$ cat src/rtl/lfsr_parity_decoder.sv
// Receive-side stream decryptor: regenerates the LFSR keystream to recover 7-bit
// plaintext from ciphertext bytes and flags/counts even-parity errors per byte.
module lfsr_parity_decoder #(
    parameter int LEN_W = 8
) (
    input  logic             clk,
    input  logic             rst_n,
    input  logic             start,
    input  logic [6:0]       taps,
    input  logic [6:0]       seed,
    input  logic [LEN_W-1:0] length,
    input  logic             in_valid,
    input  logic [7:0]       in_data,
    output logic             in_ready,
    output logic             out_valid,
    input  logic             out_ready,
    output logic [7:0]       out_data,
    output logic             out_err,
    output logic [LEN_W-1:0] err_count,
    output logic             busy,
    output logic             done
);

    typedef enum logic [1:0] {
        IDLE = 2'd0,
        RUN  = 2'd1,
        DONE = 2'd2
    } state_t;

    state_t           state_reg;
    logic [6:0]       lfsr_reg;
    logic [6:0]       taps_reg;
    logic [LEN_W-1:0] remaining_reg;
    logic             out_valid_reg;
    logic [7:0]       out_data_reg;
    logic             out_err_reg;
    logic [LEN_W-1:0] err_count_reg;

    logic             accept;
    logic             consume;
    logic             byte_err;
    logic             lfsr_fb;
    logic [LEN_W-1:0] err_count_next;

    // One-deep output register: a slot frees up in the same cycle it is consumed.
    assign in_ready = (state_reg == RUN) && (remaining_reg != '0)
                      && (!out_valid_reg || out_ready);
    assign accept   = in_valid && in_ready;
    assign consume  = out_valid_reg && out_ready;
    assign byte_err = ^in_data;
    assign lfsr_fb  = ^(taps_reg & lfsr_reg);

    always_comb begin
        err_count_next = err_count_reg;
        if (byte_err && (err_count_reg != '1))
            err_count_next = err_count_reg + LEN_W'(1);
    end

    always_ff @(posedge clk or negedge rst_n) begin
        if (!rst_n) begin
            state_reg     <= IDLE;
            lfsr_reg      <= '0;
            taps_reg      <= '0;
            remaining_reg <= '0;
            out_valid_reg <= 1'b0;
            out_data_reg  <= '0;
            out_err_reg   <= 1'b0;
            err_count_reg <= '0;
        end else begin
            case (state_reg)
                IDLE: begin
                    if (start) begin
                        lfsr_reg      <= seed;
                        taps_reg      <= taps;
                        remaining_reg <= length;
                        err_count_reg <= '0;
                        state_reg     <= (length != '0) ? RUN : DONE;
                    end
                end
                RUN: begin
                    if (accept) begin
                        out_data_reg  <= {1'b0, in_data[6:0] ^ lfsr_reg};
                        out_err_reg   <= byte_err;
                        out_valid_reg <= 1'b1;
                        lfsr_reg      <= {lfsr_reg[5:0], lfsr_fb};
                        remaining_reg <= remaining_reg - LEN_W'(1);
                        err_count_reg <= err_count_next;
                    end else if (consume) begin
                        out_valid_reg <= 1'b0;
                    end
                    // Done only once the last decoded byte has left the output register.
                    if ((remaining_reg == '0) && (!out_valid_reg || out_ready))
                        state_reg <= DONE;
                end
                DONE: begin
                    state_reg <= IDLE;
                end
                default: begin
                    state_reg <= IDLE;
                end
            endcase
        end
    end

    assign out_valid = out_valid_reg;
    assign out_data  = out_data_reg;
    assign out_err   = out_err_reg;
    assign err_count = err_count_reg;
    assign busy      = (state_reg != IDLE);
    assign done      = (state_reg == DONE);

endmodule

$ cat config.mk
export PLATFORM = sky130hd
export DESIGN_NAME = lfsr_parity_decoder
export DESIGN_NICKNAME = d
export VERILOG_FILES = /design/src/rtl/lfsr_parity_decoder.sv
export SDC_FILE = /design/constraint.sdc
export NUM_CORES = 1
export LEC_CHECK = 0
export CAP_MARGIN = 20
export CELL_PAD_IN_SITES_DETAIL_PLACEMENT = 1
export CELL_PAD_IN_SITES_GLOBAL_PLACEMENT = 2
export CORE_MARGIN = 3
export CORE_UTILIZATION = 31
export DETAILED_ROUTE_END_ITERATION = 8
export GPL_TIMING_DRIVEN = 1
export PLACE_DENSITY_LB_ADDON = 0.12
export SYNTH_ARGS = -nofsm -noshare
export SYNTH_HDL_FRONTEND = slang
export SYNTH_SLANG_ARGS = --single-unit
export TNS_END_PERCENT = 50
$ cat constraint.sdc
create_clock -name clk -period 5.9 [get_ports clk]
set_clock_uncertainty 0.15 [all_clocks]
set_input_delay 0.59 -clock clk [delete_from_list [all_inputs] [get_ports clk]]
set_output_delay 0.59 -clock clk [all_outputs]
set_load 0.02 [all_outputs]
**Word level (Yosys, flattened, before mapping)**

Cells that the tools add are included.

- Register bits: 41
- Input bits: 35
- Output and inout port bits: 21
- Word-level logic and storage cells: 58

- $add $sub $neg: 2
- Equal/unequal tests: 7
- Mux-type cells: 16
- Bitwise logic cells: 2
- Reduce and logical (&&, ||, !) cells: 23

Operators with widths:

| cell | number |
|---|---|
| 8-bit 2-to-1 mux | 5 |
| 8-bit case mux with 2 select lines | 2 |
| 8-bit nonzero test | 2 |
| 7-bit 2-to-1 mux | 2 |
| 7-bit case mux with 2 select lines | 1 |
| 8-bit by 1-bit adder with 8-bit output (second input constant) | 1 |
| 8-bit logical NOT | 1 |
| 8-bit != test (second input constant) | 1 |
| 2-bit AND reduction | 4 |
| 8-bit XOR reduction | 1 |
| 8-bit by 1-bit subtractor with 8-bit output (second input constant) | 1 |
| 7-bit bitwise AND | 1 |
| 7-bit XOR reduction | 1 |
| 7-bit bitwise XOR | 1 |
| 1-bit logical AND | 6 |
| 2-bit 2-to-1 mux | 3 |
| 2-bit nonzero test | 3 |
| 2-bit by 1-bit != test with 1-bit output (second input constant) | 2 |
| 2-bit != test (second input constant) | 2 |
| 2-bit case mux with 2 select lines | 1 |
| 4-bit AND reduction | 1 |
| 3-bit AND reduction | 1 |
| 2-bit by 1-bit == test with 1-bit output (second input constant) | 1 |
| 2-bit == test (second input constant) | 1 |
| 4 further kinds | 5 |

**Depth between registers and ports, before layout**

- Depth after elaboration: 6
- Gate-level depth with buffers: 7
- Mapped depth without buffers: 6

**Least setup slack after synthesis**

No wires, ideal clock.

- Path type: register to output
- Start: reg state_reg[1]
- End: out in_ready
- Arrival: 1.349 ns
- Data required time: 5.160 ns
- Path slack: 3.811 ns
- Stages on the path, launching flop included: 6
- Path buffers: 2
- Path through: dfrtp_1 and2b_1 buf_4 clkbuf_1 nand2_1 nor2_1

- Longest elaborated chain between the ends: 3

Ends and longest elaborated chain:

| what | RTL line | text |
|---|---|---|
| from (decl) | 30 | `state_t state_reg;` |
| from (signal assigned) | 77 | `state_reg <= (length != '0) ? RUN : DONE;` |
| 2-bit by 1-bit == test with 1-bit output | 46 | `assign in_ready = (state_reg == RUN) && (remaining_reg != '0)` |
| 1-bit logical AND | 46 |  |
| 1-bit logical AND | 47 | `&& (!out_valid_reg \|\| out_ready);` |
| to (decl) | 14 | `output logic in_ready,` |

Every way passes these cells.

**Worst setup path in the final report**

Ends and elaborated chain as after synthesis.

==> impl.org <==
** Status
- The flow ran to the end, and the final reports show no timing, DRC or antenna violations.

** Power
- Internal power :: roughly 820 uW
- In this run the power spent charging and discharging nets is ~620 uW.
- Power per standard cell area :: between 400 and 500 nW/um2
- VDD sags by at most ~0.16 mV.
- LEAKAGE :: around 0.0012 uW
- Of the total power, the share spent switching nets is 0.431.
- The share of total power dissipated in sequential elements is 0.361.
- Of the total power, combinational logic draws 0.499.
- Share of power burned in the clock network :: 0.140

** Synth
- YS warnings :: 0
- Post-synth net total :: 288
- The cell count after synthesis came out at 250.
- After synthesis the netlist holds a flip-flop and latch count of 41.
- Of all flip-flops after synthesis, the portion carrying an async set or reset was 1.00.
- Most used flip-flop cell after synthesis :: dfrtp_1
- Netlist area before placement :: around 2200 um2
- Avg Synthesized Cell Area :: around 8.8 um2
- Of the synthesized area, sequential elements account for 0.465.
- The netlist uses 42 different library cells.
- Number of flops mapped to enable cells by yosys :: 0

** Floorplan
- Die extent in y :: 90.4 um
- 56 I/O pins were placed.
- Std-Cell Rows :: 30
- Standard cell core area :: between 6000 and 7000 um2
- The floorplan step defined a die boundary enclosing approximately 8200 um2.
- The die is 90.4 um wide.
- For this configuration, the core starts out at a cell density of 0.323.

** Clocking
- TritonCTS built the clock tree.
- Clock slew at reported path FFs :: 90 ps
- Insertion delay to the later sink of the worst-skew pair :: 300 ps
- In this run, post-CTS hold repair placed 0 buffers.
- In this run the clock root is driven by a clkbuf_8.
- Number of setup buffers added after CTS :: 0
- Depth of the CTS H-tree :: 2
- The clock passes through at most 2 buffers.
- In this run, post-CTS repair resized a total of 0 instances.
- Clk sink count :: 41
- Buffers inserted during clock tree synthesis total 5.

** Timing
- Total count of max-transition violations in the final report :: 0
- Final count of hold timing violations :: 0
- Setup TNS Final :: 0 ps
- Dividing the final minimum period by the clock period gives 0.507.
- Setup repair after global routing missed its margin :: false
- Setup violation total in the final timing report :: 0
- The worst pin sits at a relative slew slack of 0.362.
- Min cycle time layout :: around 3000 ps
- Transition time at the pin with the least slew margin :: 956 ps
- Highest clock frequency the design can meet :: 334 MHz

** Routing
- WL final :: 5850 um
- Routed length on met3 :: 190 um
- The detailed router put a total of ~2900 um of wire on met1.
- Post-detailed-route DRC marker count :: 0
- The detail route stage leaves a number of antenna-violating nets equal to 0.
- Total vias in the final route :: about 1900
- Detailed routing placed a total of ~2700 um of wire on met2.
- For this block, the initial DRC count from the detailed router was between 60 and 70.
- After detailed routing, the average wire length per cell comes to around 15 um.
- Number of detailed-routing iterations run before antenna repair :: 4
- Via-to-Cell Ratio :: 4.80
- Highest metal layer with signal wires :: met4

** Critical path
- Of all nets on the critical path, the largest fanout is 17.
- Data arrival, critical path :: between 2000 and 2500 ps
- Req. time, crit path :: around 5200 ps
- The critical path is of the reg2out type.
- Crit end category :: primary output
- STA classifies the critical path startpoint as a flop.

** Placement
- At the end of routability-driven placement, the weighted congestion stood at 0.755.
- Detailed placer's ending HPWL :: between 4000 and 5000 um
- Port buffering added 54 buffers.
- After detailed placement, the design holds a cell count of ~390.

** Worst hold path
- The tightest min-delay check is of the in2async type.

** Layout
- Number of standard cells in the final layout excluding fillers :: 399
- Counting the fill cells in the layout gives between 800 and 900.
- Of the cells placed in the final design, the portion with a size suffix greater than 1 is 0.0462.
- 0 antenna diodes ended up in the layout.
- P&R area growth vs syn :: 32.3%
- For this run, the post-layout net count is 340.
- The sequential cells in the finished layout cover a total of 1030 um2.
- Area of combinational cells with multiple inputs :: between 1000 and 1500 um2

** Global routing
- Grt total ovfl :: 0
- Entering global routing, the biggest net connects 42 pins.
- The number of antenna violations at the first check in global routing came to 0.
- Global-route wire length before repair :: about 10000 um
- In the global route stage, overall resource usage came out at 0.152.
- The number of global-route vias before repair is 1999.

** Job
- The tool flagged a number of max-cap violations equal to 0.
==> cell families (layout without fill, tap and decap cells) <==
| family | Yosys count | in the layout | synth area share |
|---|---|---|---|
| adders and majority gates | 3 | 3 | 0.0170 |
| DFF | 41 | 41 | 0.465 |
| buffers and inverters | 14 | 67 | 0.0283 |
| and+or+nand+nor | 112 | 112 | 0.234 |
| xor gates and xnor gates | 20 | 20 | 0.0794 |
| other | 1 | 1 | 0.00170 |
| AOI/OAI and AO/OA | 57 | 57 | 0.166 |
| muxes | 2 | 2 | 0.00964 |
==> worst max-delay path: stages, from the launching register on <==
cell and delay, ps:
dfrtp_1 420, and2b_1 590, nand2_1 140, nor2_1 170, clkdlybuf4s50_1 630
==> cell usage in the layout, fill, tap and decap left out, types with 2 or more instances in the layout <==
cell	count
a211oi_1	4
a21o_1	5
a21oi_1	10
a22oi_1	2
a31oi_1	6
and2_1	2
and3_1	2
clkbuf_8	6
clkdlybuf4s50_1	53
dfrtp_1	41
ha_1	3
inv_1	4
nand2_1	63
nand2b_1	2
nand3_1	5
nor2_1	14
nor3_1	6
nor3b_1	2
o211ai_1	2
o21ai_0	19
o22ai_1	3
o2bb2ai_1	2
or3_1	3
or4_1	5
xnor2_1	18
xor2_1	2
==> synth_stat cells, drive strengths merged, types with 4 or more instances <==
cell / instances / area [um2]
a31oi: 6 / 37.5
a21o: 5 / 37.5
or4: 5 / 37.5
nand3: 5 / 25.0
o21ai: 19 / 95.1
inv: 4 / 15.0
dfrtp: 41 / 1030
a21oi: 10 / 50.1
clkbuf: 6 / 22.5
nor3: 6 / 30.0
nor2: 14 / 52.6
a211oi: 4 / 30.0
buf: 4 / 25.0
nand2: 63 / 236
xnor2: 18 / 158
==> per-layer routing <==
layer / vias up / global-route usage
met1: 903 / 0.203
met5: - / 0
met2: 33 / 0.252
met4: 0 / 0.0459
met3: 3 / 0.0258
li1: 975 / -
==> area by class of cell <==
cell class,count,area share
Multi-Input combinational cell,195,0.383
Clock inverter,2,0.00471
Tap cell,96,0.0411
Sequential cell,41,0.351
Clock buffer,6,0.0283
Inverter,4,0.00514
Timing Repair Buffer,55,0.186
==> worst paths after layout <==
kind	startpoint	to	slack, ps	cells past startpoint
min in group clk	out_data[5]	out_data[5]	330	2
worst min-delay path	rst_n	err_count[6]	280	1
worst max-delay path	state_reg[1]	in_ready	2910	4
worst max register to register	state_reg[1]	remaining_reg[7]	3320	5
worst min register to register	out_data[5]	out_data[5]	330	2
max in group asynchronous	rst_n	remaining_reg[2]	4710	1
==> stage by stage <==
| stage | power, uW | setup WS (ps) | util | cell area, um2 | hold slack (ps) |
|---|---|---|---|---|---|
| finish | 1450 | 2910 | 0.427 | 2920 | 279 |
| global route | 1590 | 2740 | 0.427 | 2920 | 362 |
| CTS | 1470 | 2840 | 0.427 | 2920 | 318 |
| detailed placement | 1270 | 3020 | 0.413 | 2820 | 316 |
| global placement | 1260 | 3050 | 0.413 | 2820 | 312 |
| floorplan | 1000 | 3810 | - | 2210 | 144 |
==> power groups by stage <==
stage	clock, uW	sequential [uW]	combinational, uW
2_1_floorplan	0	551	451
3_3_place_gp	0	529	728
3_5_place_dp	0	530	738
4_1_cts	208	524	740
5_1_grt	220	547	824
6_report	202	523	722
No activity file was read; power rests on OpenSTA's default activity.
